`src/rtl/ctrl_fsm_p.sv`:
```
// ctrl_fsm_p: Moore control unit for a small accumulator CPU.
// It sequences fetch and execute, drives bus select, register enables and the
// ALU operation, counts fetched instructions and flags undefined instructions.
module ctrl_fsm_p #(
    parameter int OP_W    = 5,
    parameter int NUM_GPR = 4,
    parameter int IDX_W   = 3,
    parameter int CNT_W   = 16
) (
    input  logic                    clk,
    input  logic                    rst_n,
    input  logic                    start,
    input  logic                    z,
    input  logic [OP_W+IDX_W-1:0]   instruction,
    output logic [2:0]              alu_op,
    output logic [3:0]              read_sel,
    output logic [6+NUM_GPR:0]      write_en,
    output logic [6+NUM_GPR:0]      inc_en,
    output logic [6+NUM_GPR:0]      clr_en,
    output logic                    busy,
    output logic                    end_process,
    output logic                    illegal_op,
    output logic [CNT_W-1:0]        instr_count
);

    // Enable-vector bit positions
    localparam int EN_PC  = 0;
    localparam int EN_AR  = 1;
    localparam int EN_IR  = 2;
    localparam int EN_AC  = 3;
    localparam int EN_R   = 4;
    localparam int EN_DM  = 5;
    localparam int EN_ALU = 6;
    localparam int EN_G0  = 7;

    // Bus source codes
    localparam logic [3:0] RS_PC = 4'd1;
    localparam logic [3:0] RS_AR = 4'd2;
    localparam logic [3:0] RS_IR = 4'd3;
    localparam logic [3:0] RS_AC = 4'd4;
    localparam logic [3:0] RS_R  = 4'd5;
    localparam logic [3:0] RS_DM = 4'd6;
    localparam logic [3:0] RS_IM = 4'd7;
    localparam logic [3:0] RS_G0 = 4'd8;

    // Opcode map
    localparam logic [OP_W-1:0] OP_NOP    = OP_W'(0);
    localparam logic [OP_W-1:0] OP_LDAC   = OP_W'(1);
    localparam logic [OP_W-1:0] OP_LDIAC  = OP_W'(2);
    localparam logic [OP_W-1:0] OP_STAC   = OP_W'(3);
    localparam logic [OP_W-1:0] OP_MVACR  = OP_W'(4);
    localparam logic [OP_W-1:0] OP_MVACAR = OP_W'(5);
    localparam logic [OP_W-1:0] OP_MVACG  = OP_W'(6);
    localparam logic [OP_W-1:0] OP_MVGAC  = OP_W'(7);
    localparam logic [OP_W-1:0] OP_ADD    = OP_W'(8);
    localparam logic [OP_W-1:0] OP_SUB    = OP_W'(9);
    localparam logic [OP_W-1:0] OP_MUL    = OP_W'(10);
    localparam logic [OP_W-1:0] OP_LSHIFT = OP_W'(11);
    localparam logic [OP_W-1:0] OP_INAC   = OP_W'(12);
    localparam logic [OP_W-1:0] OP_CLAC   = OP_W'(13);
    localparam logic [OP_W-1:0] OP_JPNZ   = OP_W'(14);
    localparam logic [OP_W-1:0] OP_JPZ    = OP_W'(15);
    localparam logic [OP_W-1:0] OP_JMP    = OP_W'(16);
    localparam logic [OP_W-1:0] OP_HALT   = OP_W'(31);

    typedef enum logic [2:0] {
        S_IDLE,
        S_START,
        S_FETCH1,
        S_FETCH2,
        S_EXEC1,
        S_EXEC2,
        S_HALT
    } state_t;

    state_t            state;
    state_t            state_next;
    logic [OP_W-1:0]   op_q;
    logic [IDX_W-1:0]  idx_q;
    logic              gpr_ok;
    logic              exec_illegal;

    assign gpr_ok = (32'(idx_q) < 32'(NUM_GPR));

    // Classify the latched instruction as undefined (bad opcode or bad register index)
    always_comb begin
        exec_illegal = 1'b0;
        case (op_q)
            OP_NOP, OP_LDAC, OP_LDIAC, OP_STAC, OP_MVACR, OP_MVACAR,
            OP_ADD, OP_SUB, OP_MUL, OP_LSHIFT, OP_INAC, OP_CLAC,
            OP_JPNZ, OP_JPZ, OP_JMP, OP_HALT: exec_illegal = 1'b0;
            OP_MVACG, OP_MVGAC:               exec_illegal = !gpr_ok;
            default:                          exec_illegal = 1'b1;
        endcase
    end

    // State register
    always_ff @(posedge clk or negedge rst_n) begin
        if (!rst_n) begin
            state <= S_IDLE;
        end else begin
            state <= state_next;
        end
    end

    // Next-state logic; z only matters in EXEC1 of a conditional jump
    always_comb begin
        state_next = state;
        case (state)
            S_IDLE:   state_next = start ? S_START : S_IDLE;
            S_START:  state_next = S_FETCH1;
            S_FETCH1: state_next = S_FETCH2;
            S_FETCH2: state_next = S_EXEC1;
            S_EXEC1: begin
                state_next = S_FETCH1;
                if (exec_illegal) begin
                    state_next = S_HALT;
                end else begin
                    case (op_q)
                        OP_LDAC, OP_LDIAC, OP_JMP: state_next = S_EXEC2;
                        OP_JPNZ: state_next = z ? S_FETCH1 : S_EXEC2;
                        OP_JPZ:  state_next = z ? S_EXEC2 : S_FETCH1;
                        OP_HALT: state_next = S_HALT;
                        default: state_next = S_FETCH1;
                    endcase
                end
            end
            S_EXEC2:  state_next = S_FETCH1;
            S_HALT:   state_next = start ? S_START : S_HALT;
            default:  state_next = S_IDLE;
        endcase
    end

    // Opcode/index latch loaded while the instruction register is stable in FETCH2
    always_ff @(posedge clk or negedge rst_n) begin
        if (!rst_n) begin
            op_q  <= '0;
            idx_q <= '0;
        end else if (state == S_FETCH2) begin
            op_q  <= instruction[OP_W+IDX_W-1:IDX_W];
            idx_q <= instruction[IDX_W-1:0];
        end
    end

    // Fetched-instruction counter, wraps naturally and survives a restart from HALT
    always_ff @(posedge clk or negedge rst_n) begin
        if (!rst_n) begin
            instr_count <= '0;
        end else if (state == S_FETCH2) begin
            instr_count <= instr_count + CNT_W'(1);
        end
    end

    // Sticky illegal flag: set when an undefined instruction halts, cleared by restart
    always_ff @(posedge clk or negedge rst_n) begin
        if (!rst_n) begin
            illegal_op <= 1'b0;
        end else if (state == S_EXEC1 && exec_illegal) begin
            illegal_op <= 1'b1;
        end else if (state == S_HALT && start) begin
            illegal_op <= 1'b0;
        end
    end

    // Moore outputs from state and latched opcode/index
    always_comb begin
        alu_op      = 3'd0;
        read_sel    = 4'd0;
        write_en    = '0;
        inc_en      = '0;
        clr_en      = '0;
        busy        = 1'b0;
        end_process = 1'b0;
        case (state)
            S_START: begin
                busy          = 1'b1;
                clr_en[EN_PC] = 1'b1;
                clr_en[EN_AR] = 1'b1;
            end
            S_FETCH1: begin
                busy            = 1'b1;
                read_sel        = RS_IM;
                write_en[EN_IR] = 1'b1;
            end
            S_FETCH2: begin
                busy          = 1'b1;
                inc_en[EN_PC] = 1'b1;
            end
            S_EXEC1: begin
                busy = 1'b1;
                case (op_q)
                    OP_LDAC: begin
                        read_sel        = RS_AC;
                        write_en[EN_AR] = 1'b1;
                    end
                    OP_LDIAC: begin
                        read_sel        = RS_IR;
                        write_en[EN_AR] = 1'b1;
                    end
                    OP_STAC: begin
                        read_sel        = RS_AC;
                        write_en[EN_DM] = 1'b1;
                    end
                    OP_MVACR: begin
                        read_sel        = RS_AC;
                        write_en[EN_R]  = 1'b1;
                    end
                    OP_MVACAR: begin
                        read_sel        = RS_AC;
                        write_en[EN_AR] = 1'b1;
                    end
                    OP_MVACG: begin
                        if (gpr_ok) begin
                            read_sel = RS_AC;
                            for (int k = 0; k < NUM_GPR; k++) begin
                                if (32'(idx_q) == k) begin
                                    write_en[EN_G0+k] = 1'b1;
                                end
                            end
                        end
                    end
                    OP_MVGAC: begin
                        if (gpr_ok) begin
                            read_sel        = RS_G0 + 4'(idx_q);
                            write_en[EN_AC] = 1'b1;
                        end
                    end
                    OP_ADD: begin
                        alu_op           = 3'd1;
                        write_en[EN_ALU] = 1'b1;
                    end
                    OP_SUB: begin
                        alu_op           = 3'd2;
                        write_en[EN_ALU] = 1'b1;
                    end
                    OP_MUL: begin
                        alu_op           = 3'd3;
                        write_en[EN_ALU] = 1'b1;
                    end
                    OP_LSHIFT: begin
                        alu_op           = 3'd4;
                        write_en[EN_ALU] = 1'b1;
                    end
                    OP_INAC: inc_en[EN_AC] = 1'b1;
                    OP_CLAC: clr_en[EN_AC] = 1'b1;
                    default: ;
                endcase
            end
            S_EXEC2: begin
                busy = 1'b1;
                case (op_q)
                    OP_LDAC, OP_LDIAC: begin
                        read_sel        = RS_DM;
                        write_en[EN_AC] = 1'b1;
                    end
                    OP_JPNZ, OP_JPZ, OP_JMP: begin
                        read_sel        = RS_IR;
                        write_en[EN_PC] = 1'b1;
                    end
                    default: ;
                endcase
            end
            S_HALT:  end_process = 1'b1;
            default: ;
        endcase
    end

    // RS_PC, RS_AR and RS_R are part of the bus map but never selected by this sequencer
    logic unused_codes;
    assign unused_codes = ^{RS_PC, RS_AR, RS_R};

endmodule

```
`config.mk`:
```
export PLATFORM = sky130hd
export DESIGN_NAME = ctrl_fsm_p
export DESIGN_NICKNAME = d
export VERILOG_FILES = /design/src/rtl/ctrl_fsm_p.sv
export SDC_FILE = /design/constraint.sdc
export NUM_CORES = 1
export LEC_CHECK = 0
export CAP_MARGIN = 20
export CELL_PAD_IN_SITES_DETAIL_PLACEMENT = 0
export CELL_PAD_IN_SITES_GLOBAL_PLACEMENT = 1
export CORE_AREA = 3 3 76 78
export CTS_BUF_LIST = sky130_fd_sc_hd__clkbuf_8
export CTS_CLUSTER_DIAMETER = 100
export DETAILED_ROUTE_END_ITERATION = 10
export DIE_AREA = 0 0 79 81
export PLACE_DENSITY_LB_ADDON = 0.1
export SLEW_MARGIN = 0
export SYNTH_ARGS = -nofsm -noshare
export SYNTH_HDL_FRONTEND = slang
export SYNTH_SLANG_ARGS = --single-unit
```
`constraint.sdc`:
```
create_clock -name clk -period 5.06 [get_ports clk]
set_clock_uncertainty 0.1 [all_clocks]
set_input_delay 1.265 -clock clk [delete_from_list [all_inputs] [get_ports clk]]
set_output_delay 1.265 -clock clk [all_outputs]
set_load 0.05 [all_outputs]
```
== After elaboration in Yosys (flattened, before gate mapping) ==
Index checks and enable logic that the tools add are counted.
Widths: inputs -> output; s select.

* Bits of input ports: 12
* Bits in read-only memories: 0
* Bits in latches: 0
* Logic and storage cells: 95
* Output and inout bits: 59
* Memories kept: 0
* Register bits: 28
* RAM bits: 0

* Shifts and indexed selects: 0
* Mux-type cells: 44
* Reductions and logical operators: 17
* Add/sub/neg operators: 2
* Eq/ne operators: 26
* Multipliers: 0
* Bitwise operators: 0
* Divide/modulo/power cells: 0
* Order comparisons: 1

{| class="wikitable"
|+ Operator list
! operator !! number
|-
| $eq 5x4->1 const B || 8
|-
| $mux 1 || 25
|-
| $pmux 3 s4 || 2
|-
| $eq 5x3->1 const B || 4
|-
| $mux 3 || 6
|-
| $pmux 3 s6 || 1
|-
| $add 16x1->16 const B || 1
|-
| $pmux 4 s4 || 1
|-
| $reduce_or 16->1 || 1
|-
| $eq 3x2->1 const B || 4
|-
| $mux 4 || 3
|-
| $pmux 4 s3 || 1
|-
| $eq 5x2->1 const B || 2
|-
| $eq 5x5->1 const B || 2
|-
| $eq 3x3->1 const B || 3
|-
| $reduce_or 3->1 || 3
|-
| $reduce_or 4->1 || 2
|-
| $mux 7 || 1
|-
| $eq 3x1->1 const B || 2
|-
| $logic_not 3->1 || 2
|-
| $pmux 3 s2 || 1
|-
| $reduce_or 2->1 || 3
|-
| $eq 5x1->1 const B || 1
|-
| $logic_not 5->1 || 1
|-
| 8 further kinds || 10
|}

== Logic depth before layout (Yosys ltp) ==
Gate-level depths: netlist (run 1).

* Word-level depth: 5
* Depth in mapped cells: 6
* Depth with buffers taken out: 5

== Least setup slack after synthesis (run 1) ==
OpenSTA, ideal clock, no wires.

* Path type: register to output
* Start point: reg state[1]
* End point: out write_en[9]
* Path slack: 1.354 ns
* Stages on the path, launching flop included: 5
* Arrival: 2.341 ns
* Data required time: 3.695 ns
* Cells stage by stage: dfrtp_1 or4b_4 nor2_2 nand2_1 nor3b_1

* Cells in the longest elaborated chain, start to end: 2

{| class="wikitable"
|+ RTL lines
! what !! line !! RTL
|-
| start, declared || 76 || <nowiki>state_t state;</nowiki>
|-
| start signal, assigned || 102 || <nowiki>state <= state_next;</nowiki>
|-
| $eq 3x3->1 || 174 || <nowiki>case (state)</nowiki>
|-
| $mux 7 || 174 ||
|-
| end, declared || 17 || <nowiki>output logic [6+NUM_GPR:0] write_en,</nowiki>
|}

No other way between the ends.

== Final worst setup path (run 1) ==
* Start point: reg state[1]
* End point: out write_en[8]

Same word-level chain as after synthesis.

==> flow_summary.json, run 1 <==
{
  "yosys.area_share.simple": 0.293,
  "mostFrequentLayoutCells": "clkdlybuf4s50_1, dfrtp_1, conb_1",
  "antenna_found_initial": 0,
  "path_buf_inv": 1,
  "syn_inst": 191,
  "drt_iter0_drc": 78,
  "worstHoldStart": "instr_count[15]",
  "wire_per_inst_um": 14.3,
  "whs_endpoint": "instr_count[15]",
  "crit_family": "simple AND/OR/NAND/NOR gates",
  "cts_num_sinks": 28,
  "min_path_type": "reg2reg",
  "synthArstFlopShare": 1.00,
  "power.internal_uw": 674,
  "cts_buffers": 3,
  "power_per_cell_area_nw_per_um2": 562,
  "grt_max_degree": 23,
  "gr-usage-all-layers": 0.144,
  "grt_pass1_vias": 1489,
  "synth-edff-count": 0,
  "multi_input_area_sq_um": 1010,
  "die_h_um": 81,
  "cts_max_level": 1,
  "grt.overflow.total": 0,
  "gp_congestion": 0.880,
  "synthToLayoutAreaGrowth_pct": 30.4,
  "antenna_cells": 0,
  "io_buffer_count": 53,
  "cts_tree": "yes",
  "ctsHoldBuffers": 0,
  "clock-root-buffer": "clkbuf_8",
  "core_area_sq_um": 5140,
  "place_inst": 302,
  "post-route-period-util": 0.818,
  "drc_errors": 0,
  "floorplan.rows": 26,
  "initial_core_util": 0.361,
  "switching_share": 0.504,
  "wl_mm": 4.37,
  "nets": 250,
  "insertion_delay_ns": 0.28,
  "critPathKind": "reg2out",
  "p_comb_frac": 0.526,
  "p_sw_uw": 684,
  "die_area_sq_um": 6400,
  "cp-start-kind": "flip-flop",
  "final_common_cell": "clkdlybuf4s50_1",
  "drv_slew": 0,
  "clkPwrFrac": 0.130,
  "synth-xor-area-share": 0.0756,
  "r2r_start": "state[2]",
  "cts_buffer_depth": 2,
  "drv_cap": 0,
  "yosysTopAreaCell": "dfrtp_1",
  "ys_seq_area_frac": 0.378,
  "antenna_left": 0,
  "reg2regPathDepth": 3,
  "arrival_ns": 2.78,
  "cp_slowest_cell": "clkdlybuf4s50_1",
  "synthAdderAreaFrac": 0.00675,
  "max_stage_delay_ns": 0.84,
  "critPathCaptureType": "primary output",
  "ys_types": 52,
  "yosysWarnings": 0,
  "drive_above_1_share": 0.0890,
  "cts_resized": 0,
  "io_pins": 71,
  "worst_pin_slew_ns": 0.669,
  "ys.flop_type": "dfrtp_1",
  "ir_drop_v": 0.000335,
  "status": "complete, no violations",
  "crit_required_ns": 3.69,
  "critPathLaunch": "state[1]",
  "rsz0062_at_grt": "no",
  "cts.clk_slew.worst_paths_ns": 0.09,
  "power_mw": 1.36,
  "finalHoldViolations": 0,
  "cts_setup_buffers": 0,
  "synthMuxAreaShare": 0.0533,
  "cp_cell_sequence": "or4b_4 -> nor2_2 -> nand2_1 -> nor3b_1 -> clkdlybuf4s50_1",
  "setup_viol": 0,
  "r2r_end": "op_q[2]",
  "timing.slew.headroom": 0.554,
  "viasPerCell": 4.92,
  "synth.area.top_cells": "dfrtp_1, buf_4, xnor2_1",
  "fmax_mhz": 241,
  "synth_seq_cells": 28,
  "drt-pass1-iter-count": 4,
  "whs_path_depth": 1,
  "fin_tns_setup_ns": 0,
  "syn_area_sq_um": 1850,
  "synth_compound_area_frac": 0.0804,
  "fin_cells": 306,
  "period_needed_ns": 4.14,
  "ff_latch_area_sq_um": 701,
  "path_max_fanout": 14,
  "die_w_um": 79,
  "syn_area_per_cell_sq_um": 9.70,
  "sequentialPowerShare": 0.344,
  "rrSetupSlack_ns": 3.12,
  "synth_top_family_by_area": "simple AND/OR/NAND/NOR gates",
  "fill_cells": 505,
  "power_leakage_nw": 1.02,
  "hpwl_mm": 3.35,
  "vias": 1505,
  "grt_pass1_wl_mm": 7.45,
  "synth.top_cell.area_share": 0.378
}
sequential cells by signal (all words and copies together), names as in the netlist:
name,count
op_q,5
state,3
illegal_op,1
instr_count,16
idx_q,3
final cells by class:
class / count / area share
inverters: 3 / 0.00466
clock buffers: 3 / 0.0171
well taps: 70 / 0.0363
repair buffers: 54 / 0.223
clock inverters: 1 / 0.0124
flip-flops and latches: 28 / 0.290
multi-input cells: 147 / 0.417
through the flow:
stage               setup slack [ns]  instance area, sq um   util  hold slack, ns
finish                         0.919                  2420  0.470           0.388
global route                   0.751                  2420  0.470           0.422
CTS                            0.894                  2420  0.470           0.391
detailed placement              1.23                  2340  0.456           0.370
global placement                1.28                  2340  0.456           0.363
floorplan                       1.35                  1910      -           0.450
synthesized netlist by cell type, types with 3 or more instances:
library cell,n
nor3_1,10
nand4_1,5
buf_2,5
xnor2_1,10
and3_1,5
o21ai_0,3
nand2b_1,4
buf_4,19
nand2_1,16
mux2_2,6
nor2_1,9
inv_1,3
nor2b_1,3
xor2_1,6
a31oi_1,3
nand3_1,5
dfrtp_1,28
and4_1,4
and2_1,3
clkbuf_1,4
worst max-delay path by stage:
stage | depth (start not counted) | to
after floorplan | 4 | write_en[9]
after global placement | 5 | write_en[9]
after detailed placement | 5 | write_en[8]
after CTS | 5 | write_en[8]
after global routing | 5 | write_en[8]
final | 5 | write_en[8]
kinds of logic after synthesis:
logic type / count (synthesis)
buffers and inverters: 32
other: 1
DFF: 28
AOI/OAI and AO/OA: 21
adders and majority gates: 1
and+or+nand+nor: 83
xor gates and xnor gates: 16
muxes: 9
per-layer routing:
layer  up-vias  part of all wire  global-route usage
met4         0            0.0018              0.0206
met2        53              0.45               0.236
met5         -                 0                   0
met3         2             0.056              0.0377
li1        738                 -                   -
met1       712              0.49               0.195
power by group through the flow:
stage               logic (mW)  registers [mW]  clock network, mW
floorplan                0.554           0.445                  0
global placement         0.713           0.464                  0
detailed placement       0.718           0.469                  0
CTS                      0.720           0.465              0.184
global route             0.763           0.488              0.192
finish                   0.714           0.466              0.177
Note: power is estimated with default switching activity, not from simulation.
==> inputs of run 2 (changes only) <==
--- a/config.mk
+++ b/config.mk
@@ -8,11 +8,11 @@
 export CAP_MARGIN = 20
 export CELL_PAD_IN_SITES_DETAIL_PLACEMENT = 0
 export CELL_PAD_IN_SITES_GLOBAL_PLACEMENT = 1
-export CORE_AREA = 3 3 76 78
+export CORE_AREA = 3 3 79 81
 export CTS_BUF_LIST = sky130_fd_sc_hd__clkbuf_8
 export CTS_CLUSTER_DIAMETER = 100
 export DETAILED_ROUTE_END_ITERATION = 10
-export DIE_AREA = 0 0 79 81
+export DIE_AREA = 0 0 82 84
 export PLACE_DENSITY_LB_ADDON = 0.1
 export SLEW_MARGIN = 0
 export SYNTH_ARGS = -nofsm -noshare
==> constraint.sdc (replaced) <==
create_clock -name clk -period 4.1 [get_ports clk]
set_clock_uncertainty 0.1 [all_clocks]
set_input_delay 1.025 -clock clk [delete_from_list [all_inputs] [get_ports clk]]
set_output_delay 1.025 -clock clk [all_outputs]
set_load 0.05 [all_outputs]
==> flow_summary.json, run 2 (same netlist as run 1, synthesis figures left out) <==
{
  "critPathLaunch": "op_q[4]",
  "rrSetupSlack_ns": 2.34,
  "min_path_type": "reg2reg",
  "drv_slew": 0,
  "cts_tree": "yes",
  "ff_latch_area_sq_um": 701,
  "grt_pass1_wl_mm": 6.96,
  "drv_cap": 0,
  "synthToLayoutAreaGrowth_pct": 32.5,
  "wl_met3_um": 223,
  "ir_drop_v": 0.000487,
  "cts_setup_buffers": 0,
  "core_area_sq_um": 5540,
  "die_h_um": 84,
  "worst_pin_slew_ns": 0.514,
  "final_common_cell": "clkdlybuf4s50_1",
  "dp_slack_ns": 0.574,
  "floorplan.rows": 27,
  "mostFrequentLayoutCells": "clkdlybuf4s50_1, dfrtp_1, conb_1",
  "period_needed_ns": 3.82,
  "antenna_found_initial": 0,
  "reg.largest.list": "instr_count: 16 flops, op_q: 5 flops",
  "timing.slew.headroom": 0.656,
  "io_buffer_count": 53,
  "nets": 255,
  "initial_core_util": 0.334,
  "cts_num_sinks": 28,
  "stdcell_area_sq_um": 2460,
  "drc_errors": 0,
  "antenna_left": 0,
  "viasPerCell": 4.76,
  "r2r_start": "state[1]",
  "multi_input_area_sq_um": 1010,
  "critPathKind": "reg2out",
  "setup_slack_ns": 0.282,
  "status": "complete, no violations",
  "gr-usage-all-layers": 0.125,
  "cts_buffers": 3,
  "rsz0062_at_grt": "no",
  "insertion_delay_ns": 0.27,
  "endpoint": "write_en[9]",
  "max_stage_delay_ns": 0.82,
  "drt_iter0_drc": 95,
  "wl_met1_mm": 2.03,
  "setup_viol": 0,
  "fill_cells": 565,
  "fmax_mhz": 262,
  "io_pins": 71,
  "finalHoldViolations": 0,
  "gp_congestion": 0.798,
  "cts_resized": 0,
  "cts_max_level": 1,
  "largest_register_ffs": 16,
  "critPathCaptureType": "primary output",
  "wl_met2_mm": 1.79,
  "post-route-period-util": 0.931,
  "antenna_cells": 0,
  "cts.clk_slew.worst_paths_ns": 0.10,
  "fin_tns_setup_ns": 0,
  "ctsHoldBuffers": 0,
  "grt_pass1_vias": 1430,
  "r2r_end": "instr_count[12]",
  "arrival_ns": 2.69,
  "drive_above_1_share": 0.108,
  "die_area_sq_um": 6890,
  "power_leakage_nw": 1.04,
  "cp_slowest_cell": "clkdlybuf4s50_1",
  "grt.overflow.total": 0,
  "reg2regPathDepth": 5,
  "max_flop_register": "instr_count",
  "vias": 1489,
  "die_w_um": 82,
  "highest_layer": "met4",
  "cp_cell_sequence": "or4b_4 -> nor2_2 -> nand2_1 -> nor3b_1 -> clkdlybuf4s50_1",
  "hpwl_mm": 3.22,
  "grt_max_degree": 29,
  "hold_ws_ns": 0.382,
  "wl_mm": 4.07,
  "post_dp_cell_area_sq_um": 2380,
  "wire_per_inst_um": 13.0,
  "drt-pass1-iter-count": 4,
  "cp-start-kind": "flip-flop",
  "path_max_fanout": 12,
  "clock-root-buffer": "clkbuf_8",
  "crit_required_ns": 2.97,
  "cts_buffer_depth": 2,
  "power_per_cell_area_nw_per_um2": 690
}
==> run 2: layer usage <==
layer	track usage	vias to the layer above
met5	0	-
met4	0.0317	0
met3	0.0248	2
met2	0.173	43
met1	0.196	698
li1	-	746
==> run 2: cell type report <==
class,count,share of cell area
multi-input combinational,147,0.410
sequential,28,0.285
timing repair buffer,59,0.234
tap,72,0.0367
clock buffer,3,0.0168
clock inverter,1,0.0122
inverter,3,0.00458
==> run 2: worst min path at each step <==
stage / cells past startpoint / slack [ns] / start / endpoint
detailed placement: 1 / 0.37 / illegal_op / illegal_op
floorplan: 1 / 0.45 / idx_q[2] / idx_q[2]
finish: 1 / 0.38 / instr_count[15] / instr_count[15]
CTS: 1 / 0.39 / instr_count[15] / instr_count[15]
global placement: 1 / 0.37 / instr_count[15] / instr_count[15]
global route: 1 / 0.41 / instr_count[15] / instr_count[15]
==> run 2: power breakdown <==
part / internal (mW) / switching [mW]
logic: 0.370 / 0.579
registers: 0.360 / 0.174
clock network: 0.131 / 0.0821
==> run 2: critical path, delay by kind of cell (launching register included) <==
kind / cells / cell delay (ns)
flops: 1 / 0.51
buf+inv: 1 / 0.82
simple gates: 4 / 1.09
==> run 2: per-stage QoR <==
step,total power [mW],cells,utilization
floorplan,1.23,207,-
global placement,1.51,309,0.430
detailed placement,1.49,309,0.430
CTS,1.71,313,0.443
global route,1.81,313,0.443
finish,1.70,313,0.443
==> inputs of run 3 (changes only) <==
--- a/config.mk
+++ b/config.mk
@@ -8,11 +8,11 @@
 export CAP_MARGIN = 20
 export CELL_PAD_IN_SITES_DETAIL_PLACEMENT = 0
 export CELL_PAD_IN_SITES_GLOBAL_PLACEMENT = 1
-export CORE_AREA = 3 3 79 81
+export CORE_AREA = 3 3 76 78
 export CTS_BUF_LIST = sky130_fd_sc_hd__clkbuf_8
 export CTS_CLUSTER_DIAMETER = 100
 export DETAILED_ROUTE_END_ITERATION = 10
-export DIE_AREA = 0 0 82 84
+export DIE_AREA = 0 0 79 81
 export PLACE_DENSITY_LB_ADDON = 0.1
 export SLEW_MARGIN = 0
 export SYNTH_ARGS = -nofsm -noshare
==> constraint.sdc (replaced) <==
create_clock -name clk -period 4.5 [get_ports clk]
set_clock_uncertainty 0.1 [all_clocks]
set_input_delay 1.125 -clock clk [delete_from_list [all_inputs] [get_ports clk]]
set_output_delay 1.125 -clock clk [all_outputs]
set_load 0.05 [all_outputs]
==> flow_summary.json, run 3 (same netlist as run 1, synthesis figures left out) <==
{
  "status": "complete, no violations",
  "setup_viol": 0,
  "antenna_left": 0,
  "max_flop_register": "instr_count",
  "drt-pass1-iter-count": 4,
  "drive_above_1_share": 0.0928,
  "clock-root-buffer": "clkbuf_8",
  "grt_pass1_vias": 1460,
  "synthToLayoutAreaGrowth_pct": 30.8,
  "fmax_mhz": 252,
  "grt_pass1_wl_mm": 6.96,
  "viasPerCell": 5.00,
  "grt_max_degree": 29,
  "gr-usage-all-layers": 0.135,
  "period_needed_ns": 3.97,
  "reg.largest.list": "instr_count: 16 flops, op_q: 5 flops",
  "critPathKind": "reg2out",
  "ir_drop_v": 0.000539,
  "power_per_cell_area_nw_per_um2": 631,
  "hpwl_mm": 3.31,
  "grt.overflow.total": 0,
  "reg2regPathDepth": 4,
  "highest_layer": "met4",
  "power_leakage_nw": 1.02,
  "die_w_um": 79,
  "io_buffer_count": 53,
  "cts_resized": 0,
  "rsz0062_at_grt": "no",
  "initial_core_util": 0.361,
  "largest_register_ffs": 16,
  "cts_buffers": 3,
  "wire_per_inst_um": 14.1,
  "mostFrequentLayoutCells": "clkdlybuf4s50_1, dfrtp_1, conb_1",
  "cts_buffer_depth": 2,
  "rrSetupSlack_ns": 2.67,
  "cts_max_level": 1,
  "gp_congestion": 0.877,
  "insertion_delay_ns": 0.27,
  "die_area_sq_um": 6400,
  "die_h_um": 81,
  "cts_setup_buffers": 0,
  "drt_iter0_drc": 71,
  "arrival_ns": 2.75,
  "wl_mm": 4.32,
  "critPathCaptureType": "primary output",
  "ctsHoldBuffers": 0,
  "fin_tns_setup_ns": 0,
  "dp_slack_ns": 0.840,
  "whs_path_depth": 1,
  "core_area_sq_um": 5140,
  "drv_cap": 0,
  "io_pins": 71,
  "antenna_found_initial": 0,
  "vias": 1536,
  "finalHoldViolations": 0,
  "cp-start-kind": "flip-flop",
  "antenna_cells": 0,
  "drv_slew": 0,
  "path_max_fanout": 14,
  "post-route-period-util": 0.883,
  "min_path_type": "reg2reg",
  "nets": 251,
  "final_common_cell": "clkdlybuf4s50_1",
  "timing.slew.headroom": 0.656,
  "wl_met2_mm": 2.09,
  "wl_met1_mm": 1.99,
  "hold_ws_ns": 0.383,
  "cts_num_sinks": 28,
  "setup_slack_ns": 0.528,
  "floorplan.rows": 26,
  "cts.clk_slew.worst_paths_ns": 0.09,
  "wl_met3_um": 226,
  "finish.utilization": 0.472,
  "cts_tree": "yes",
  "worst_pin_slew_ns": 0.514,
  "crit_required_ns": 3.27,
  "fill_cells": 527,
  "drc_errors": 0
}
==> run 3: cell count changes in the layout (fill, tap and decap cells not counted), sizes merged <==
cell,change
buf,-4
==> run 3: worst paths after layout <==
check / start / to
worst max-delay path: state[1] / write_en[9]
worst min-delay path: illegal_op / illegal_op
worst max register to register: state[2] / state[2]
worst min register to register: illegal_op / illegal_op
max in group asynchronous: rst_n / instr_count[13]
min in group asynchronous: rst_n / instr_count[3]
==> run 3: critical path, stage by stage, from the launching register on <==
cell             delay, ns
dfrtp_1               0.56
or4b_4                0.63
nor2_2                0.14
nand2_1               0.11
nor3b_1               0.21
clkdlybuf4s50_1       0.83
==> run 3: per-stage QoR <==
step                      instance area [sq um]  instances  power (mW)
after detailed placement                   2350        303        1.34
final                                      2420        307        1.53
after CTS                                  2420        307        1.54
after floorplan                            1910        207        1.12
after global placement                     2350        303        1.33
after global routing                       2420        307        1.62
==> run 3: area by class of cell <==
type	instances	area, sq um	share of cell area
Inverter	3	11.3	0.00465
Clock inverter	1	30.0	0.0124
Clock buffer	3	41.3	0.0170
Sequential cell	28	701	0.289
Tap cell	70	87.6	0.0361
Timing Repair Buffer	55	546	0.225
Multi-Input combinational cell	147	1010	0.416
==> run 3: metal layers <==
metal,global-route usage,vias up
met2,0.228,53
met5,0,-
met3,0.0333,2
met1,0.181,748
met4,0.0155,0
li1,-,733
==> run 3: power breakdown <==
group | leakage, nW | internal, mW | total, mW | switching (mW)
Combinational | 0.626 | 0.316 | 0.811 | 0.494
Clock | 0.0357 | 0.119 | 0.193 | 0.0745
Sequential | 0.360 | 0.327 | 0.525 | 0.198
==> RTL change, RTL diff (config.mk and constraints of run 2) <==
Encoding of `state_t`: now one-hot (7 bits for 7 states).
--- a/src/rtl/ctrl_fsm_p.sv
+++ b/src/rtl/ctrl_fsm_p.sv
@@ -64,12 +64,12 @@
     localparam logic [OP_W-1:0] OP_HALT   = OP_W'(31);
 
-    typedef enum logic [2:0] {
-        S_IDLE,
-        S_START,
-        S_FETCH1,
-        S_FETCH2,
-        S_EXEC1,
-        S_EXEC2,
-        S_HALT
+    typedef enum logic [6:0] {
+        S_IDLE   = 7'b0000001,
+        S_START  = 7'b0000010,
+        S_FETCH1 = 7'b0000100,
+        S_FETCH2 = 7'b0001000,
+        S_EXEC1  = 7'b0010000,
+        S_EXEC2  = 7'b0100000,
+        S_HALT   = 7'b1000000
     } state_t;
 
Function: same outputs for any inputs over 10 cycles, from zero or initial values and one cycle with rst_n low; not proved beyond that.
==> RTL change against run 2 <==
Wire length up 22%; worst setup slack got worse by 0.019 ns; synthesized cell count is 24% higher; fmax shrank 0.49%; final area grew 11%; global-route usage increased by 2.8 points; hold slack lost 0.012 ns; first-iteration DRC count fell by 40%; synthesized area up 12%; sequential cell count is 4 higher; critical endpoint is now read_sel[1].
Power is not compared: it rests on default switching activity, and its combinational part moved more than twofold at a synthesized area within 25%.
==> RTL change: results (changes against run 2) <==
[setup_path]
path_max_fanout = 9  ; -3
cp-startpoint = state[1]
rr_worst_depth = 4  ; -1
worstPathArrival_ns = 2.71  ; +0.02 ns
rrSetupSlack_ns = 2.19  ; -0.15 ns
reg2reg_to = instr_count[15]
slowest_delay_ns = 0.80  ; -0.02 ns
crit_end = read_sel[1]

[drt]
vias = 1758  ; +18%
antenna_left = 0  ; unchanged

[cts]
numCtsBuffers = 5  ; +2
clkTransAtPathRegs_ns = 0.07  ; -0.03 ns
htreeDepth = 2  ; +1

[yosys]
netlist-cell-type-count = 49  ; -5.8%
synth_xor_area_share_pct = 7.20  ; -0.36 points
avgSynthCellArea_sq_um = 8.76  ; -9.7%
yosys-mux-area-fraction_pct = 0  ; -5.3 points
synth_adder_area_share_pct = 0.605  ; -0.070 points
synth-compound-area-share_pct = 11.5  ; +3.5 points
ys_seq_area_share_pct = 38.8  ; +0.97 points
yosys-top-cells-count = dfrtp_1 (31), nand2_1 (27), buf_4 (19)

[grt]
grt_pass1_wl_microns = 8390  ; +21%
grt_util_all_layers_pct = 15.3  ; +2.8 points
grt_pass1_vias = 1694  ; +18%
grt_start_max_net_pins = 33  ; +14%

[run_status]
status = completed

[worst_hold_path]
worstHoldPathType = reg2reg

[final_layout]
diodes = 0  ; unchanged
biggestRegsByFlops = instr_count (16), state (7), op_q (5)
nNetsFinal = 303  ; +19%
nFillCells = 563  ; -0.35%
stdcell_count = 363  ; +16%
drive_gt1_share_pct = 9.97  ; -0.82 points

[placed_design]
hpwl_microns = 3780  ; +18%
dpl_cell_area_sq_um = 2620  ; +9.7%
gp_congestion = 0.782  ; -2.0%
place_ws_ns = 0.577  ; +0.00298 ns

[timing]
slew_headroom_pct = 63.9  ; -1.7 points

-- RTL change: report_power, final --
| group | switching, uW | total [uW] | internal, uW |
|---|---|---|---|
| clock | 118 | 295 | 178 |
| combinational | 272 | 431 | 159 |
| sequential | 64.5 | 423 | 359 |
| total | 454 | 1150 | 696 |
-- RTL change: cell type report --
cell class / instances / area, sq um / area share, %
clock buffer: 5 / 68.8 / 2.53
inverter: 10 / 37.5 / 1.38
clock inverter: 3 / 38.8 / 1.42
sequential: 32 / 802 / 29.4
multi-input combinational: 180 / 1100 / 40.2
tap: 72 / 90.1 / 3.31
timing repair buffer: 61 / 591 / 21.7
-- RTL change: layer usage --
metal	track usage (%)	up-vias	wire, microns
li1	-	896	-
met1	21.5	808	2300
met2	23.3	50	2330
met3	4.21	4	297
met4	3.47	0	44
met5	0	-	0
-- RTL change: critical path, delay by kind of cell, from the launching register on --
family                 cells  cell delay [ns]
and+or+nand+nor            3             0.96
buffers and inverters      1             0.80
DFF                        1             0.47
AOI/OAI and AO/OA          1             0.20
